<file path="config.mk">
export PLATFORM = sky130hd
export DESIGN_NAME = clk_divider_prog
export DESIGN_NICKNAME = d
export VERILOG_FILES = /design/src/rtl/clk_div_pkg.sv /design/src/rtl/clk_div_cfg_shadow.sv /design/src/rtl/clk_divider_prog.sv
export SDC_FILE = /design/constraint.sdc
export NUM_CORES = 1
export LEC_CHECK = 0
export CORE_MARGIN = 2
export CORE_UTILIZATION = 45
export DETAILED_ROUTE_END_ITERATION = 8
export PLACE_DENSITY = 0.68
export SLEW_MARGIN = 10
export SYNTH_ARGS = -nofsm -noshare
export SYNTH_HDL_FRONTEND = slang
export SYNTH_SLANG_ARGS = --single-unit
</file>
<file path="constraint.sdc">
create_clock -name clk -period 2.5 [get_ports clk]
set_clock_uncertainty 0.2 [all_clocks]
set_input_delay 0.25 -clock clk [delete_from_list [all_inputs] [get_ports clk]]
set_output_delay 0.25 -clock clk [all_outputs]
set_load 0.005 [all_outputs]
</file>
<file path="src/rtl/clk_div_pkg.sv">
// clk_div_pkg: shared constants and config record for the programmable clock divider
package clk_div_pkg;
    localparam int DIV_W_DEFAULT = 8;
    localparam logic [DIV_W_DEFAULT-1:0] MIN_DIV = DIV_W_DEFAULT'(2);
    typedef struct packed {
        logic [DIV_W_DEFAULT-1:0] div;
        logic [DIV_W_DEFAULT-1:0] high;
    } div_cfg_t;
endpackage

</file>
<file path="src/rtl/clk_div_cfg_shadow.sv">
// clk_div_cfg_shadow: stages a requested divider config until the next period boundary
module clk_div_cfg_shadow
    import clk_div_pkg::*;
(
    input  logic     clk,
    input  logic     reset,
    input  logic     load,
    input  div_cfg_t cfg_in,
    input  logic     apply,
    output logic     cfg_pending,
    output logic     cfg_err,
    output div_cfg_t staged
);
    logic ok;
    assign ok = cfg_in.div >= MIN_DIV;
    // last accepted load wins; a load that lands on the apply edge keeps the flag set
    always_ff @(posedge clk) begin
        if (reset) begin
            cfg_pending <= 1'b0;
            cfg_err     <= 1'b0;
            staged      <= '0;
        end else begin
            cfg_err <= load && !ok;
            if (load && ok) begin
                staged      <= cfg_in;
                cfg_pending <= 1'b1;
            end else if (apply) begin
                cfg_pending <= 1'b0;
            end
        end
    end
endmodule

</file>
<file path="src/rtl/clk_divider_prog.sv">
// clk_divider_prog: runtime-programmable divider with glitch-free config switch on period boundaries
module clk_divider_prog
    import clk_div_pkg::*;
#(
    parameter int DIV_W    = DIV_W_DEFAULT,
    parameter int DEF_DIV  = 6,
    parameter int DEF_HIGH = 3
) (
    input  logic             clk,
    input  logic             reset,
    input  logic             en,
    input  logic [DIV_W-1:0] cfg_div,
    input  logic [DIV_W-1:0] cfg_high,
    input  logic             cfg_load,
    output logic             cfg_pending,
    output logic             cfg_err,
    output logic             div_out,
    output logic             tick
);
    logic [DIV_W-1:0] cnt, div_act, high_act;
    logic             wrap, apply;
    div_cfg_t         cfg_req, staged;

    assign cfg_req.div  = DIV_W_DEFAULT'(cfg_div);
    assign cfg_req.high = DIV_W_DEFAULT'(cfg_high);
    assign wrap  = en && (cnt == div_act - DIV_W'(1));
    assign apply = wrap && cfg_pending;

    clk_div_cfg_shadow u_shadow (
        .clk         (clk),
        .reset       (reset),
        .load        (cfg_load),
        .cfg_in      (cfg_req),
        .apply       (apply),
        .cfg_pending (cfg_pending),
        .cfg_err     (cfg_err),
        .staged      (staged)
    );

    // counter, outputs from the pre-edge config, and config swap at the wrap
    always_ff @(posedge clk) begin
        if (reset) begin
            cnt      <= '0;
            div_act  <= DIV_W'(DEF_DIV);
            high_act <= DIV_W'(DEF_HIGH);
            div_out  <= 1'b0;
            tick     <= 1'b0;
        end else if (en) begin
            div_out <= cnt < high_act;
            tick    <= wrap;
            if (wrap) begin
                cnt <= '0;
                if (cfg_pending) begin
                    div_act  <= DIV_W'(staged.div);
                    high_act <= DIV_W'(staged.high);
                end
            end else begin
                cnt <= cnt + DIV_W'(1);
            end
        end else begin
            tick <= 1'b0;
        end
    end
endmodule

</file>
==> results by group <==
Run status
  • Status: completed

Job
  • Max cap viols: 0

Yosys
  • Synth cell types: 48
  • Post-synth EDFFs: 0
  • Synth Cell Area: 2260 µm²
  • Syn_nets: between 200 and 300
  • Mean Syn Cell Area: roughly 9.0 µm²
  • Syn Inst Count: between 200 and 300
  • Sequential fraction of the synthesis area: between 30 and 40%
  • Synth warn: 0
  • Primary FF master, synth: dfxtp_1
  • Area leader, netlist: dfxtp_1
  • Async SR Flop Fraction: 0%
  • Post-synth top area share: about two fifths
  • Seq cells post-synth: 44
  • Area contributors post-synth: dfxtp_1 39%, a21oi_1 5.5%, mux2i_1 5.3%

Drt
  • DR DRC count: 0
  • Drt total wl: about 4600 µm
  • Pre-Repair DR Iteration Count: 4
  • Initial drt markers: 55
  • Vias after detailed routing: about 1800
  • Post-DRT Antenna Nets: 0
  • Wirelength per Cell: approximately 14 µm
  • Avg Vias per Cell: roughly 5.3

Worst setup path
  • Setup CP Type: reg -> reg
  • Worst Path Max Fanout: 7
  • Worst Path Required: around 2.5 ns
  • CP Data Arrival Time: about 2.4 ns
  • CP startpoint kind: flop
  • Critical Path Sink Type: flop

Global route
  • Total global routing overflow: 0
  • GRT Util Overall: 18.3%
  • Vias in the first global route: ~1700
  • First-pass GRT wire length: between 7000 and 8000 µm
  • Largest net degree at the start of global routing: between 40 and 50
  • Initial antenna violation count: 0

Final layout
  • Nets@finish: slightly above 300
  • Commonest non-fill, non-tap cells in the layout: 41 x dfxtp_1, 25 x a21oi_1, 23 x clkdlybuf4s50_1
  • Commonest non-fill, non-tap cell in the layout: dfxtp_1
  • # diodes: 0
  • Synth-to-Final Area Change: 19.5%
  • Fillers: 437
  • Share of cells above drive strength 1: 14.9%
  • Finished Core Util: 56.3%

STA
  • Worst-margin pin slew: between 0.4 and 0.5 ns
  • Final critical-path required period: approximately 2.3 ns
  • Fmax achieved: between 400 and 500 MHz
  • Hold slack: approximately 0.26 ns
  • Setup Viol. Count Final: 0
  • Final period util: approximately 94%
  • Pins Over Slew Limit: 0
  • Final hold violations: 0
  • Relative slew margins: between 60% and 70%

CTS
  • Number of buffers created by CTS: 5
  • Clk sinks: 44
  • CTS tree: built
  • H-Tree Depth: 2
  • Clock Tree Buf Depth: 2
  • Insertion delay to the later sink of the worst-skew pair: 0.29 ns
  • Root Buffer: clkbuf_8
  • Cts hold-fix bufs: 0
  • Clk slew on worst S/H paths: 0.08 ns
  • # Post-CTS Setup Buffers: 0

Pwr
  • Pwr dens: approximately 530 nW/µm²
  • Leakage: between 1 and 1.5 nW
  • Worst VDD drop: about 0.42 mV

Floorplan
  • Core Area: approximately 4800 µm²
  • I/O pin cnt: 24
  • Die width: ~75 µm
  • Die height: about 75 µm
  • Die area: 5600 µm²
  • FP Rows: 25
  • Initial Util: between 40% and 50%

Placed design
  • Gpl congestion: ~0.76
  • IO buf count: 23
  • Hpwl dp: 3380 µm

Worst hold path
  • HP Class: reg -> reg
## timing repair
| item | in CTS | in global routing |
|---|---|---|
| resized for setup | 0 | 7 |
| endpoints found under the hold margin | 0 | 0 |
| endpoints found under the setup margin | 0 | 4 |
## flip-flops by register name, indices dropped and copies added (netlist names)
| register | cells |
|---|---|
| div_out | 1 |
| div_act | 8 |
| u_shadow.cfg_err | 1 |
| u_shadow.cfg_pending | 1 |
| high_act | 8 |
| cnt | 8 |
| u_shadow.staged | 16 |
| tick | 1 |
## layout make-up
type | count | area [µm²] | share of cell area (%)
timing repair buffer | 35 | 320 | 11.9
sequential | 44 | 885 | 32.8
tap | 67 | 83.8 | 3.11
inverter | 10 | 37.5 | 1.39
clock inverter | 1 | 30.0 | 1.11
clock buffer | 7 | 96.3 | 3.57
multi-input combinational | 178 | 1240 | 46.1
## final timing paths
kind                                           from             endpoint  slack [ns]  cells past startpoint
worst max-delay path                     div_act[0]          high_act[7]        0.16                      9
worst min-delay path            u_shadow.staged[14]  u_shadow.staged[14]        0.26                      2
worst max register to register           div_act[0]          high_act[7]        0.16                      9
worst min register to register  u_shadow.staged[14]  u_shadow.staged[14]        0.26                      2
## stage by stage
step	cells	power [mW]	worst slack, ns	cell area, µm²	TNS, ns
2_1_floorplan	250	0.811	0.138	2260	0
3_3_place_gp	334	0.862	0.0579	2550	0
3_5_place_dp	334	0.864	-0.0127	2550	-0.0127
4_1_cts	342	1.45	0.136	2680	0
5_1_grt	342	1.49	-0.0130	2700	-0.0460
6_report	342	1.43	0.159	2700	0
## synthesized netlist by cell type, types with 2 or more instances
cell type  instances
dfxtp_1           44
a21oi_1           25
nand2_1           20
nor2_1            18
nand4_1           15
mux2i_1           12
inv_1             10
o21ai_1           10
ha_1               9
nor3_1             8
xnor2_1            8
xor2_1             8
clkbuf_1           6
buf_2              5
buf_6              5
nand3_1            5
o21ai_0            4
a211o_1            3
a21o_1             2
a31oi_1            2
nor2b_1            2
nor4_4             2
or4_4              2
## cell families after synthesis
family / Yosys count / share of synthesized area (%)
compound gates: 57 / 16.2
xor+xnor: 16 / 6.21
fa+ha+maj: 9 / 4.99
buf+inv: 28 / 6.65
flops: 44 / 39.0
mux: 12 / 5.32
simple gates: 84 / 21.6
## report_power, final
| part | switching, mW | internal, mW |
|---|---|---|
| logic | 0.0503 | 0.0601 |
| registers | 0.0167 | 0.720 |
| clock network | 0.233 | 0.353 |
| total | 0.300 | 1.13 |
## critical path, cell delays in order (launching register included)
cell	delay, ns
dfxtp_2	0.33
inv_1	0.07
ha_4	0.18
o21ba_1	0.17
a221oi_2	0.26
a41oi_2	0.10
nor4_4	0.48
buf_4	0.23
nand4_1	0.10
a21oi_1	0.14
## routing by layer
metal / wire length, µm / track usage (%) / vias up / part of all wire, %
li1: - / - / 929 / -
met1: 2230 / 25.9 / 824 / 48
met4: 104 / 6.94 / 0 / 2.2
met5: 0 / 0 / - / 0
met2: 2090 / 27.7 / 45 / 45
met3: 204 / 3.61 / 8 / 4.4
No activity file was read; power rests on OpenSTA's default activity.
==> RTL edit 1 (same flow settings) <==
Make the reset (`reset`) asynchronous in 2 clocked blocks.
--- a/src/rtl/clk_div_cfg_shadow.sv
+++ b/src/rtl/clk_div_cfg_shadow.sv
@@ -15,5 +15,5 @@
     assign ok = cfg_in.div >= MIN_DIV;
     // last accepted load wins; a load that lands on the apply edge keeps the flag set
-    always_ff @(posedge clk) begin
+    always_ff @(posedge clk or posedge reset) begin
         if (reset) begin
             cfg_pending <= 1'b0;
--- a/src/rtl/clk_divider_prog.sv
+++ b/src/rtl/clk_divider_prog.sv
@@ -39,5 +39,5 @@
 
     // counter, outputs from the pre-edge config, and config swap at the wrap
-    always_ff @(posedge clk) begin
+    always_ff @(posedge clk or posedge reset) begin
         if (reset) begin
             cnt      <= '0;
Formal check against the unedited RTL: differs if reset is asserted again (counterexample within 4 cycles, from zero or initial values and one cycle with reset high); with reset held inactive, the same outputs for 10 cycles.
==> RTL edit 1 against the original RTL <==
Non-clock buffer count grew 4; worst setup slack got worse by 0.10 ns; count of clock-buffer cells in the layout did not move; synthesized area decreased by 3.9%; wire length down 22%; synthesized cell count shrank 26%; sequential cell count is the same; cell area fell by 1.1%; largest cell class is now sequential cells.
Power is not compared: it rests on default switching activity, and its combinational part moved more than twofold at a synthesized area within 25%.
==> RTL edit 1: results (changes against the original RTL) <==
worst-case clock buffer depth -> 2 (unchanged)
status -> completed
EDFF count, synth -> 0 (unchanged)
Ys Warns -> 0 (unchanged)
first-pass GRT wire length -> 6150 um (-22%)
Largest Register -> u_shadow.staged
Filler Cell Count -> 409 (-6.4%)
max FFs per register -> 16 (unchanged)
GPL Wtd Cong -> 0.807 (+6.1%)
vias per inst -> 4.91 (-6.9%)
Synth cell types -> 32 (-33%)
Syn Nets -> 215 (-23%)
# H-tree levels -> 2 (unchanged)
CTS buffer count -> 5 (unchanged)
largest cells by area after synthesis -> dfrtp_1, mux2_2, mux2_4
Slew HR -> 64.3% (-3.7 points)
sequential share of the synthesized area -> 51.0% (+12 points)
number of diodes -> 0 (unchanged)
GRT Resource Usage Total -> 15.2% (-3.2 points)
final wirelength -> 3590 um (-22%)
pin count of the biggest net entering global routing -> 45 (-4.3%)
Leakage -> 0.00124 uW
Worst-Skew Late Latency -> 0.29 ns (about the same)
initial antenna violation count -> 0 (unchanged)
Place WS -> -0.0265 ns (-0.0138 ns)
Peak VDD IR -> 0.345 mV
Worst Path Arrival -> 2.41 ns (+0.05 ns)
worst-path fanout max -> 16 (+9)
vias in the first global route -> 1316 (-23%)
layout cell share with drive strength beyond 1 -> 26.4% (+12 points)
Detail Placement HPWL -> 2740 um (-19%)
Hold Crit Class -> in -> async
drt initial violations -> 90 (+64%)
Final nets -> 256 (-16%)
Top FF cell, synth -> dfrtp_1
Buffers on Ports -> 23 (unchanged)
commonest cells in the synthesized netlist -> dfrtp_1, nand2_1, mux2_2
CTS clk-pin slew, worst paths -> 0.08 ns (about the same)
DRT Pass-1 Iters -> 4 (unchanged)
Async SR Flop Fraction -> 100% (+100 points)
CTS root buf -> clkbuf_8
## RTL edit 1: repair_timing
| item | in CTS | in global routing |
|---|---|---|
| gates resized for setup | 0 | 1 |
| buffers inserted | 0 | 0 |
| setup endpoints to repair | 0 | 7 |
## RTL edit 1: cells by family after synthesis
family | count (synthesis) | share of synthesized area [%]
flip-flops | 44 | 51.0
multiplexers | 26 | 15.2
AND/OR/NAND/NOR | 58 | 13.7
XOR/XNOR | 17 | 6.87
buffers and inverters | 19 | 4.50
AO/OA/AOI/OAI | 13 | 3.46
adder cells (fa/ha/maj) | 9 | 5.19
## RTL edit 1: worst paths after layout
check	start	end	slack, ns	cells past startpoint
min in group clk	u_shadow.staged[12]	u_shadow.staged[12]	0.27	2
worst max register to register	div_act[1]	div_act[0]	0.06	7
worst min-delay path	reset	u_shadow.staged[10]	0.21	3
worst min register to register	u_shadow.staged[12]	u_shadow.staged[12]	0.27	2
max in group asynchronous	reset	high_act[0]	1.52	3
worst max-delay path	div_act[1]	div_act[0]	0.06	7
## RTL edit 1: worst max-delay path, stage by stage (launching register included)
cell and delay [ns]:
dfstp_2 0.54, inv_2 0.05, ha_4 0.20, xnor2_1 0.11
nor3_1 0.14, nand4_1 0.12, or4_4 0.60, mux2_4 0.35
## RTL edit 1: metal layers
metal | track usage, % | vias to the layer above | share of wire (%)
met5 | 0 | - | 0
met4 | 6.67 | 0 | 1.9
met3 | 3.29 | 5 | 3.0
met2 | 20.9 | 20 | 45
met1 | 22.8 | 647 | 50
li1 | - | 709 | -
## RTL edit 1: layout make-up
| class | instances | area (um^2) | area share, % |
|---|---|---|---|
| Inverter | 14 | 52.6 | 1.97 |
| Sequential cell | 44 | 1110 | 41.5 |
| Timing Repair Buffer | 39 | 363 | 13.6 |
| Clock buffer | 7 | 96.3 | 3.61 |
| Tap cell | 54 | 67.6 | 2.53 |
| Multi-Input combinational cell | 123 | 981 | 36.8 |
## RTL edit 1: per-stage QoR
step                      cell area (um^2)  TNS (ns)  instances
final                                 2670         0        281
after detailed placement              2570    -0.224        274
after floorplan                       2180         0        186
after CTS                             2660         0        281
after global placement                2570    -0.239        274
after global routing                  2670   -0.0947        281
## RTL edit 1: power breakdown
group	internal [uW]	switching [uW]	total, uW
clock network	246	220	466
logic	216	179	395
registers	784	70.9	855
total	1250	469	1720
==> RTL edit 2 (same flow settings) <==
Made on the original files. Set the parameter `DEF_DIV` to 3 (it was 6).
--- a/src/rtl/clk_divider_prog.sv
+++ b/src/rtl/clk_divider_prog.sv
@@ -4,5 +4,5 @@
 #(
     parameter int DIV_W    = DIV_W_DEFAULT,
-    parameter int DEF_DIV  = 6,
+    parameter int DEF_DIV  = 3,
     parameter int DEF_HIGH = 3
 ) (
Behaviour: not the same (Yosys sat finds a counterexample within 4 cycles, from zero or initial values and one cycle with reset high).
==> RTL edit 2 against the original RTL <==
Wire length rose by 4.7%; total power increased by 2.8%; non-clock buffer count up 4; cell area shrank 0.14%; worst hold slack better by 0.0015 ns; sequential cell count unchanged; worst setup slack got worse by 0.11 ns; synthesized area decreased by 1.2%; largest power group unchanged.
==> RTL edit 2: results (changes against the original RTL) <==
Comb. pwr -> 142 uW (+29%)
GPL Wtd Cong -> 0.830 (+9.1%)
pin count of the biggest net entering global routing -> 46 (-2.1%)
commonest cells in the synthesized netlist -> dfxtp_1, a21oi_1, nand2_1
met3 WL -> 181 um (-11%)
largest cells by area after synthesis -> dfxtp_1, a21oi_1, ha_1
Worst Max-Slew Pin Slew -> 0.466 ns (-0.0135 ns)
GRT Resource Usage Total -> 19.0% (+0.66 points)
via total after detailed routing -> 1800 (-0.33%)
status -> completed
Peak VDD IR -> 0.310 mV (-27%)
vias in the first global route -> 1691 (-0.70%)
switching part of the total -> 23.6% (+2.7 points)
Final nets -> 306 (+0.99%)
met1 Usage GRT -> 25.6% (-0.29 points)
Hold Worst Slack -> 0.265 ns (+0.00149 ns)
placed cell area -> 2540 um^2 (-0.29%)
met1 wire length -> 2460 um (+10%)
Worst-Skew Late Latency -> 0.31 ns (+0.02 ns)
Worst Setup EP -> high_act[1]
ANT nets after route -> 0 (unchanged)
Place WS -> -0.00436 ns (+0.00836 ns)
PD cells -> 547 nW/um^2 (+2.9%)
Finished Layout Cells -> 345 (+0.88%)
drt initial violations -> 82 (+49%)
Syn Nets -> 277 (-0.72%)
hold_sp -> u_shadow.staged[10]
final wirelength -> 4840 um (+4.7%)
crit path from -> div_act[1]
Post-Place Cells -> 335 (+0.30%)
layout cell share with drive strength beyond 1 -> 14.0% (-0.88 points)
reg2reg setup slack -> 0.04 ns (-0.11 ns)
met3 Use GR -> 5.42% (+1.8 points)
Min-Delay Endpoint -> u_shadow.staged[10]
sequential share of the synthesized area -> 39.5% (+0.48 points)
met2 Use GR -> 28.6% (+0.93 points)
worst-path fanout max -> 5 (-2)
Flop pwr share -> 50.3% (-1.1 points)
Worst Path Arrival -> 2.46 ns (+0.10 ns)
cells after synthesis -> 248 (-0.80%)
RTL edit 2: cell count changes after synthesis, moves of 2 or more:
cell      change
buf_2         -3
clkbuf_1      +2
a211o_1       +2
buf_4         +2
nor2_1        -2
RTL edit 2: cell type report:
cell class	count	area (um^2)
multi-input combinational	177	1220
clock buffer	6	82.6
inverter	10	37.5
timing repair buffer	39	350
tap	67	83.8
sequential	44	883
fill	444	2060
clock inverter	2	38.8
RTL edit 2: timing repair:
action | CTS | global route
hold endpoints to repair | 0 | 0
endpoints found under the setup margin | 0 | 13
setup buffers | 0 | 2
gates resized for setup | 0 | 5
RTL edit 2: cells by family after synthesis:
logic type	count (synthesis)	share of synthesized area, %
xor gates and xnor gates	16	6.29
buffers and inverters	27	6.51
muxes	11	4.94
DFF	44	39.5
adders and majority gates	9	5.05
and+or+nand+nor	82	21.0
AOI/OAI and AO/OA	59	16.7
